===== src/rtl/song_player_if.sv =====
// song_player_if: control and output bundle of the song sequencer
//   start, stop, loop_en : playback controls (master -> slave)
//   note, led            : buzzer note code and one-hot key LED (slave -> master)
//   busy, done, idx      : status and current ROM entry (slave -> master)
interface song_player_if;
  logic       start;
  logic       stop;
  logic       loop_en;
  logic [4:0] note;
  logic [6:0] led;
  logic       busy;
  logic       done;
  logic [4:0] idx;
  modport master (output start, stop, loop_en, input note, led, busy, done, idx);
  modport slave (input start, stop, loop_en, output note, led, busy, done, idx);
endinterface


===== src/rtl/song_player.sv =====
// song_player: plays a fixed 32-entry ROM song as buzzer note codes with key LEDs
//   clk, rst_n : clock, asynchronous active-low reset
//   bus        : song_player_if.slave (start/stop/loop_en in; note/led/busy/done/idx out)
//   UNIT_TICKS : cycles per duration unit (>= 2); GAP_TICKS : silent cycles after each note (>= 1)
module song_player #(
  parameter int UNIT_TICKS = 12_500_000,
  parameter int GAP_TICKS  = 1_250_000
) (
  input logic         clk,
  input logic         rst_n,
  song_player_if.slave bus
);
  typedef enum logic [2:0] {IDLE, FETCH, PLAY, GAP, DONE} state_t;
  localparam logic [31:0] UT = 32'(UNIT_TICKS);
  localparam logic [31:0] GT = 32'(GAP_TICKS);
  state_t      state;
  logic [31:0] cnt;
  logic        wrap;
  logic [4:0]  note_q;
  logic [6:0]  led_q;
  logic        busy_q;
  logic        done_q;
  logic [4:0]  idx_q;
  logic [7:0]  rom;
  logic [4:0]  rom_note;
  logic [2:0]  rom_dur;
  logic [6:0]  rom_led;
  logic [31:0] play_len;
  logic        at_end;
  always_comb begin
    rom = 8'hff;
    case (idx_q)
      5'd0, 5'd1:   rom = 8'h40;
      5'd2, 5'd3:   rom = 8'h60;
      5'd4, 5'd5:   rom = 8'h68;
      5'd6:         rom = 8'h61;
      5'd7, 5'd8:   rom = 8'h58;
      5'd9, 5'd10:  rom = 8'h50;
      5'd11, 5'd12: rom = 8'h48;
      5'd13:        rom = 8'h41;
      default:      rom = 8'hff;
    endcase
  end
  assign rom_note = rom[7:3];
  assign rom_dur  = rom[2:0];
  assign rom_led  = (rom_note >= 5'd8 && rom_note <= 5'd14) ? 7'd1 << (rom_note - 5'd8) : 7'd0;
  assign play_len = ({29'd0, rom_dur} + 32'd1) * UT - 32'd1;
  // a 31->0 index wrap in GAP counts as reaching the end of the song
  assign at_end   = wrap || rom == 8'hff;
  assign bus.note = note_q;
  assign bus.led  = led_q;
  assign bus.busy = busy_q;
  assign bus.done = done_q;
  assign bus.idx  = idx_q;
  always_ff @(posedge clk or negedge rst_n) begin
    if (!rst_n) begin
      state  <= IDLE;
      cnt    <= '0;
      wrap   <= 1'b0;
      note_q <= '0;
      led_q  <= '0;
      busy_q <= 1'b0;
      done_q <= 1'b0;
      idx_q  <= '0;
    end else if (state != IDLE && bus.stop) begin
      state  <= IDLE;
      cnt    <= '0;
      wrap   <= 1'b0;
      note_q <= '0;
      led_q  <= '0;
      busy_q <= 1'b0;
      done_q <= 1'b0;
      idx_q  <= '0;
    end else begin
      case (state)
        IDLE: if (bus.start && !bus.stop) begin
          state  <= FETCH;
          busy_q <= 1'b1;
        end
        FETCH: if (at_end) begin
          wrap <= 1'b0;
          if (bus.loop_en) idx_q <= '0;
          else begin
            state  <= DONE;
            done_q <= 1'b1;
          end
        end else begin
          note_q <= rom_note;
          led_q  <= rom_led;
          cnt    <= play_len;
          state  <= PLAY;
        end
        PLAY: if (cnt == '0) begin
          state  <= GAP;
          note_q <= '0;
          led_q  <= '0;
          cnt    <= GT - 32'd1;
        end else cnt <= cnt - 32'd1;
        GAP: if (cnt == '0) begin
          state <= FETCH;
          idx_q <= idx_q + 5'd1;
          wrap  <= idx_q == 5'd31;
        end else cnt <= cnt - 32'd1;
        DONE: begin
          state  <= IDLE;
          done_q <= 1'b0;
          busy_q <= 1'b0;
          idx_q  <= '0;
        end
        default: state <= IDLE;
      endcase
    end
  end
endmodule


===== src/flat_wrapper.sv =====
// flat-port wrapper written by rule: the top's interface ports become plain ports
module song_player_flat 
#(
  parameter int UNIT_TICKS = 12_500_000,
  parameter int GAP_TICKS  = 1_250_000
)
  (clk, rst_n, bus_start, bus_stop, bus_loop_en, bus_note, bus_led, bus_busy, bus_done, bus_idx);
  song_player_if bus_i ();
  input logic clk;
  input logic rst_n;
  input wire logic [$bits(bus_i.start)-1:0] bus_start;
  input wire logic [$bits(bus_i.stop)-1:0] bus_stop;
  input wire logic [$bits(bus_i.loop_en)-1:0] bus_loop_en;
  output wire logic [$bits(bus_i.note)-1:0] bus_note;
  output wire logic [$bits(bus_i.led)-1:0] bus_led;
  output wire logic [$bits(bus_i.busy)-1:0] bus_busy;
  output wire logic [$bits(bus_i.done)-1:0] bus_done;
  output wire logic [$bits(bus_i.idx)-1:0] bus_idx;
  assign bus_i.start = bus_start;
  assign bus_i.stop = bus_stop;
  assign bus_i.loop_en = bus_loop_en;
  assign bus_note = bus_i.note;
  assign bus_led = bus_i.led;
  assign bus_busy = bus_i.busy;
  assign bus_done = bus_i.done;
  assign bus_idx = bus_i.idx;
  song_player #(.UNIT_TICKS(UNIT_TICKS), .GAP_TICKS(GAP_TICKS)) u_core (.clk(clk), .rst_n(rst_n), .bus(bus_i));
endmodule

===== config.mk =====
export PLATFORM = sky130hd
export DESIGN_NAME = song_player_flat
export DESIGN_NICKNAME = d
export VERILOG_FILES = /design/src/rtl/song_player_if.sv /design/src/rtl/song_player.sv /design/src/flat_wrapper.sv
export SDC_FILE = /design/constraint.sdc
export NUM_CORES = 1
export LEC_CHECK = 0
export ABC_AREA = 1
export ABC_CLOCK_PERIOD_IN_PS = 3050
export CAP_MARGIN = 20
export CORE_ASPECT_RATIO = 0.6
export CORE_MARGIN = 3
export CORE_UTILIZATION = 61
export DETAILED_ROUTE_END_ITERATION = 8
export PLACE_DENSITY = 0.81
export SYNTH_ARGS = -nofsm -noshare
export SYNTH_HDL_FRONTEND = slang
export SYNTH_SLANG_ARGS = --single-unit
export TNS_END_PERCENT = 100

===== constraint.sdc =====
create_clock -name clk -period 3.05 [get_ports clk]
set_input_delay 0.61 -clock clk [delete_from_list [all_inputs] [get_ports clk]]
set_output_delay 0.61 -clock clk [all_outputs]
set_load 0.01 [all_outputs]

# ---- Yosys cells after proc, flatten, opt, wreduce, memory -nomap -nowiden
# Memory sizes are Yosys's and may differ from the RTL's.
# Cells that the tools add are included.
dict set report classes {
  n_addsub 5
  n_mul 1
  div 0
  n_lt_le_gt_ge 2
  eq_ne 15
  shifts 1
  muxes 38
  n_bitwise 0
  reduce_logical 21
}
# operator n
set op_table {}
lappend op_table {{$mux W32} 4}
lappend op_table {{$pmux W32 S3} 1}
lappend op_table {{$sub A32 B1 Y32 const B} 2}
lappend op_table {{$mux W5} 7}
lappend op_table {{$logic_not A32 Y1} 1}
lappend op_table {{$mul A32 B19 Y27 const B} 1}
lappend op_table {{$mux W7} 4}
lappend op_table {{$mux W3} 6}
lappend op_table {{$pmux W5 S3} 1}
lappend op_table {{$reduce_bool A3 Y1} 5}
lappend op_table {{$pmux W7 S2} 1}
lappend op_table {{$ne A3 B1 Y1 const B} 4}
lappend op_table {{$pmux W3 S4} 1}
lappend op_table {{$reduce_and A3 Y1} 4}
lappend op_table {{$pmux W5 S2} 1}
lappend op_table {{$ne A3 B2 Y1 const B} 3}
lappend op_table {{$eq A8 B8 Y1 const B} 1}
lappend op_table {{$mux W1} 8}
lappend op_table {{$mux W8} 1}
lappend op_table {{$reduce_and A4 Y1} 2}
lappend op_table {{$reduce_bool A4 Y1} 2}
lappend op_table {{$shl A1 B5 Y7 const A} 1}
lappend op_table {{$eq A3 B2 Y1 const B} 2}
lappend op_table {{$pmux W1 S2} 3}
lappend op_table {{other kinds (15)} 17}
dict set report word_totals {
  reg_bits 55
  latch_bits 0
  mem_bits_rw 0
  rom_bits 112
  input_bits 5
  output_inout_bits 19
  mem_count 1
}
# name depth word_bits read_ports rd_clocked_by_memory_dff wr line_no
set mem_list {}
lappend mem_list {{(name not given)} 16 7 1 0 0 song_player.sv:32} ;# case (idx_q)

# ---- Depth between registers and ports, before layout
# An unclocked memory read counts as a cell.
dict set report depth {
  ltp_word 8
  mapped_depth 17
  mapped_depth_nobuf 17
}

# ---- Worst setup path before layout
# Ideal clock, no wire load.
dict set report synth_timing {
  kind {register to register}
  startpoint {register u_core.idx_q[0], in the netlist u_core.bus.idx[0]}
  endpoint {register u_core.cnt[18]}
  setup_time_ps 117
  arrival_time_ps 2294
  t_required_ps 2933
  path_slack_ps 640
  stages_incl_launch_ff 17
  path_buffers 0
  period_less_slack_ps 2410
  path_cell_list {dfrtp_1 > inv_1 > ha_1 > nand3_1 > nand3_4 > inv_1 > ha_1 > inv_1 > ha_1 > inv_1 > nand3_1 > nand2_1 > inv_1 > nand2_1 > nand3_1 > nand2_1 > nand2_1}
}
dict set report synth_between {
  elab_chain_len 8
  elab_cells_between_ends 12
  cone_classes {add/sub: 2; mul: 1; eq/ne: 2; mux: 4; reduce/logical: 2; memory: 1}
}
# element line_no
set synth_rtl {}
lappend synth_rtl {{start: declaration} song_player.sv:23} ;# logic [4:0] idx_q;
lappend synth_rtl {{start signal: assignment} song_player.sv:101} ;# idx_q <= idx_q + 5'd1;
lappend synth_rtl {{$mem_v2 Z16 W7 *} n/a}
lappend synth_rtl {{$mux W8 *} song_player.sv:32}
lappend synth_rtl {{$add A3 B1 Y4} song_player.sv:47} ;# assign play_len = ({29'd0, rom_dur} + 32'd1) * UT - 32'd1;
lappend synth_rtl {{$mul A32 B19 Y27} song_player.sv:47}
lappend synth_rtl {{$sub A32 B1 Y32} song_player.sv:47}
lappend synth_rtl {{$mux W32} song_player.sv:80} ;# FETCH: if (at_end) begin
lappend synth_rtl {{$pmux W32 S3} song_player.sv:75} ;# case (state)
lappend synth_rtl {{$mux W32} song_player.sv:65} ;# end else if (state != IDLE && bus.stop) begin
lappend synth_rtl {{end signal: assignment} song_player.sv:90} ;# cnt <= play_len;
lappend synth_rtl {{end signal: assignment} song_player.sv:97} ;# cnt <= GT - 32'd1;
lappend synth_rtl {{end signal: assignment} song_player.sv:98} ;# end else cnt <= cnt - 32'd1;
lappend synth_rtl {{end: declaration} song_player.sv:17} ;# logic [31:0] cnt;
# Every way passes the cells marked *; elsewhere a longest branch is shown, timed or not. The select of a mux whose other input is x is not followed.
# A chain may end at the register's enable or synchronous reset.

# ---- Worst setup path in the final report
# Ends and elaborated chain as after synthesis.

==> impl_summary.txt <==
----------------------------------------------------
[Cells and area]
  Post-layout nets ... 680
  Final design area excluding fillers ... 0.00465 mm²
  Area of all sequential standard cells ... 0.00138 mm²
  Top library cells by usage in the layout, fill and taps aside ... sky130_fd_sc_hd__nand2_1, sky130_fd_sc_hd__inv_1, sky130_fd_sc_hd__nor2_1
  Most frequent standard cell in the layout excluding fill and tap cells ... sky130_fd_sc_hd__nand2_1
  Share of post-route cells with drive strength above 1 ... 6.72%
  Layout overhead on the synthesized area ... 12.3%
  Antenna diode count ... 0
  Area of combinational cells with multiple inputs ... 0.00238 mm²
  FILL cells ... 511

[Global route]
  Global-route wire length before repair ... 19900 µm
  Via count of the first global-routing pass ... 3886
  Total overflow reported by the global router ... 0
  Initial antenna violation count ... 0
  Largest net degree at the start of global routing ... 56
  Global router's overall resource usage ... 31.4%

[CTS]
  Skew-Pair Late Insertion Delay ... 0.31 ns
  Worst-case clock buffer depth ... 2
  TritonCTS clock tree ... done
  Reg clk slew, reported paths ... 0.08 ns
  TritonCTS Buffers ... 5
  TritonCTS Sinks ... 55
  Root buffer cell ... sky130_fd_sc_hd__clkbuf_16
  CTS HTree Levels ... 2
  Cts repair resizes ... 0
  CTS Hold Bufs ... 0
  Setup bufs post-CTS ... 0

[Setup path]
  Standard cell with the maximum stage delay on the critical path ... sky130_fd_sc_hd__dfrtp_1
  CP required ... 3.25 ns
  CP top delay family ... adder cells
  Count of buffer and inverter cells on the critical path ... 5
  WP data arrival ... 2.99 ns
  Worst path most repeated cell ... sky130_fd_sc_hd__inv_1
  Cells traversed along the worst timing path ... inv_1 > ha_1 > nand3_1 > nand3_4 > inv_1 > ha_1 > inv_1 > ha_1 > inv_1 > nand3_1 > nand2_1 > inv_1 > nand2_1 > nand3_1 > nand2_1 > nand2_1
  Largest fanout on the critical path ... 12
  Crit path launch type ... flop
  Cell depth of the worst setup path ... 16
  Worst setup path class ... reg -> reg
  Sort of element at the end of the critical path ... flop
  Logic depth of the worst register-to-register path ... 16
  Largest stage delay on the critical path ... 0.47 ns

[Drt]
  Drt pass-1 iters ... 5
  Vias per inst ... 5.98
  Via count ... 4417
  DRC violation total after the first TritonRoute iteration ... 558
  Number of remaining DRC errors ... 0
  Overall routed net length ... 12200 µm
  Routed wirelength normalized by instance count ... 16.4 µm
  Antenna violation net count after detailed routing ... 0

[STA]
  Setup tns final ... 0 ns
  Final-report setup violation count ... 0
  Max_slew headroom ... 52.7%
  Worst slew pin tran ... 0.710 ns
  Max Clk Rate ... 359 MHz
  Final hold violations ... 0
  Slew Viols, Final ... 0
  RSZ-0062 raised after global routing ... false
  Post-Route Skew ... 0.00783 ns
  Final critical path time including I/O delays and setup ... 2.79 ns
  Post-route fraction of the period consumed by the critical path ... 91.3%

[Floorplanning]
  Die height ... 69.9 µm
  Die Area ... 0.00786 mm²
  I/O pin cnt ... 24
  Number of cell rows ... 22
  Initial Util ... 65.5%
  Die outline width ... 112 µm
  Core region area ... 0.00633 mm²

[Placed design]
  # port buffers ... 23
  Post-DP HPWL ... 9190 µm
  Placed cell areas ... 0.00448 mm²
  Routability-driven placement congestion ratio ... 1.02

[Synth]
  Mean instance size in the synthesized netlist ... 6.63 µm²
  Top_reg_cell synth ... sky130_fd_sc_hd__dfrtp_1
  Number of nets in the synthesized netlist ... 651
  Adder-cell share of the synthesized area ... 6.34%
  Sequential cell area fraction in the yosys report ... 33.2%
  Post-synthesis simple-gate area fraction ... 39.0%
  Synthesized instance count ... 625
  EDFF count, synth ... 0
  Synthesized-area fraction occupied by ao, oa, aoi and oai cells ... 9.57%
  Xor-xnor portion of the synthesized cell area ... 2.53%
  Proportion of synthesized area in mux cells ... 0%
  Number of warnings reported in the yosys synthesis log ... 0
  Netlist cell types ... 38
  Share of flip-flops with an asynchronous set or reset ... 100%
  Total of flip-flops plus latches after synthesis ... 55
  Main combinational cell family by area after synthesis ... simple AND/OR/NAND/NOR gates
  Cell area after synthesis ... 0.00415 mm²

[Pwr]
  Pleak ... 2.40 nW
  Largest vdd supply drop ... 0.570 mV
  Power per standard cell area ... 869 mW/mm²

[Worst hold path]
  Hold Path Class ... in -> async

[Run]
  Max-cap check violation count ... 0

[Outcome]
  Outcome ... finished, final reports clean

----------------------------------------------------
-- worst paths after layout --
path	from	endpoint	slack (ns)
setup / recovery	u_core.bus.idx[0]	u_core.cnt[18]	0.26
hold / removal	rst_n	u_core.cnt[4]	0.42
setup reg to reg	u_core.bus.idx[0]	u_core.cnt[18]	0.26
hold reg to reg	u_core.bus.led[4]	u_core.bus.led[4]	0.48
max in group asynchronous	rst_n	u_core.cnt[8]	2.14
min in group clk	u_core.bus.led[4]	u_core.bus.led[4]	0.48
-- metal layers --
layer | wire length (µm) | vias to the layer above | GRT usage, % | share of wire [%]
met5 | 0 | - | 0 | 0
met3 | 1680 | 29 | 10.7 | 14
met2 | 4720 | 301 | 40.1 | 39
met4 | 251 | 0 | 8.53 | 2.1
li1 | - | 2059 | - | -
met1 | 5500 | 2028 | 49.4 | 45
-- cell type report --
| type | count | share of cell area (%) |
|---|---|---|
| multi-input cells | 473 | 51.2 |
| flip-flops and latches | 55 | 29.6 |
| inverters | 87 | 7.02 |
| repair buffers | 32 | 6.29 |
| clock buffers | 5 | 2.69 |
| well taps | 84 | 2.26 |
| clock inverters | 3 | 0.995 |
-- synthesized netlist by cell type (3+ instances only) --
| cell type | n | area [µm²] |
|---|---|---|
| sky130_fd_sc_hd__o21a_1 | 3 | 22.5 |
| sky130_fd_sc_hd__nand4_1 | 14 | 87.6 |
| sky130_fd_sc_hd__nand2_1 | 182 | 683 |
| sky130_fd_sc_hd__a21oi_1 | 10 | 50.1 |
| sky130_fd_sc_hd__inv_2 | 4 | 15.0 |
| sky130_fd_sc_hd__buf_2 | 4 | 20.0 |
| sky130_fd_sc_hd__nor3_1 | 9 | 45.0 |
| sky130_fd_sc_hd__dfrtp_1 | 55 | 1380 |
| sky130_fd_sc_hd__nand2_2 | 5 | 31.3 |
| sky130_fd_sc_hd__o22ai_1 | 11 | 68.8 |
| sky130_fd_sc_hd__a31oi_1 | 3 | 18.8 |
| sky130_fd_sc_hd__nor2_1 | 78 | 293 |
| sky130_fd_sc_hd__inv_1 | 82 | 308 |
| sky130_fd_sc_hd__o21ai_1 | 3 | 15.0 |
| sky130_fd_sc_hd__o21ai_0 | 36 | 180 |
| sky130_fd_sc_hd__ha_1 | 21 | 263 |
| sky130_fd_sc_hd__nor2_2 | 7 | 43.8 |
| sky130_fd_sc_hd__xor2_1 | 11 | 96.3 |
| sky130_fd_sc_hd__nand3_1 | 60 | 300 |
-- registers in the layout, indices dropped and copies added, names as in the netlist --
register / flops
u_core.bus.led: 7
u_core.bus.busy: 1
u_core.bus.done: 1
u_core.state: 3
u_core.wrap: 1
u_core.bus.note: 5
u_core.bus.idx: 5
u_core.cnt: 32
-- where the power goes --
part | leakage, nW | total [mW] | switching, mW | internal, mW
combinational | 1.60 | 2.19 | 1.52 | 0.668
sequential | 0.719 | 1.17 | 0.234 | 0.937
clock | 0.0804 | 0.684 | 0.292 | 0.391
-- cell families after synthesis --
group | count (synthesis)
flip-flops | 55
AND/OR/NAND/NOR | 369
AO/OA/AOI/OAI | 71
XOR/XNOR | 12
buffers and inverters | 97
adder cells (fa/ha/maj) | 21
-- through the flow --
| stage | instances | hold WS, ns | util (%) | power, mW | worst slack [ns] |
|---|---|---|---|---|---|
| finish | 739 | 0.423 | 73.5 | 4.04 | 0.264 |
| global placement | 731 | 0.458 | 70.8 | 3.21 | 0.426 |
| global route | 739 | 0.507 | 73.5 | 4.33 | 0.0332 |
| detailed placement | 731 | 0.459 | 70.8 | 3.25 | 0.268 |
| floorplan | 625 | 0.314 | - | 2.66 | 0.640 |
| CTS | 739 | 0.471 | 73.5 | 3.96 | 0.309 |
(Power assumes the default switching activity.)
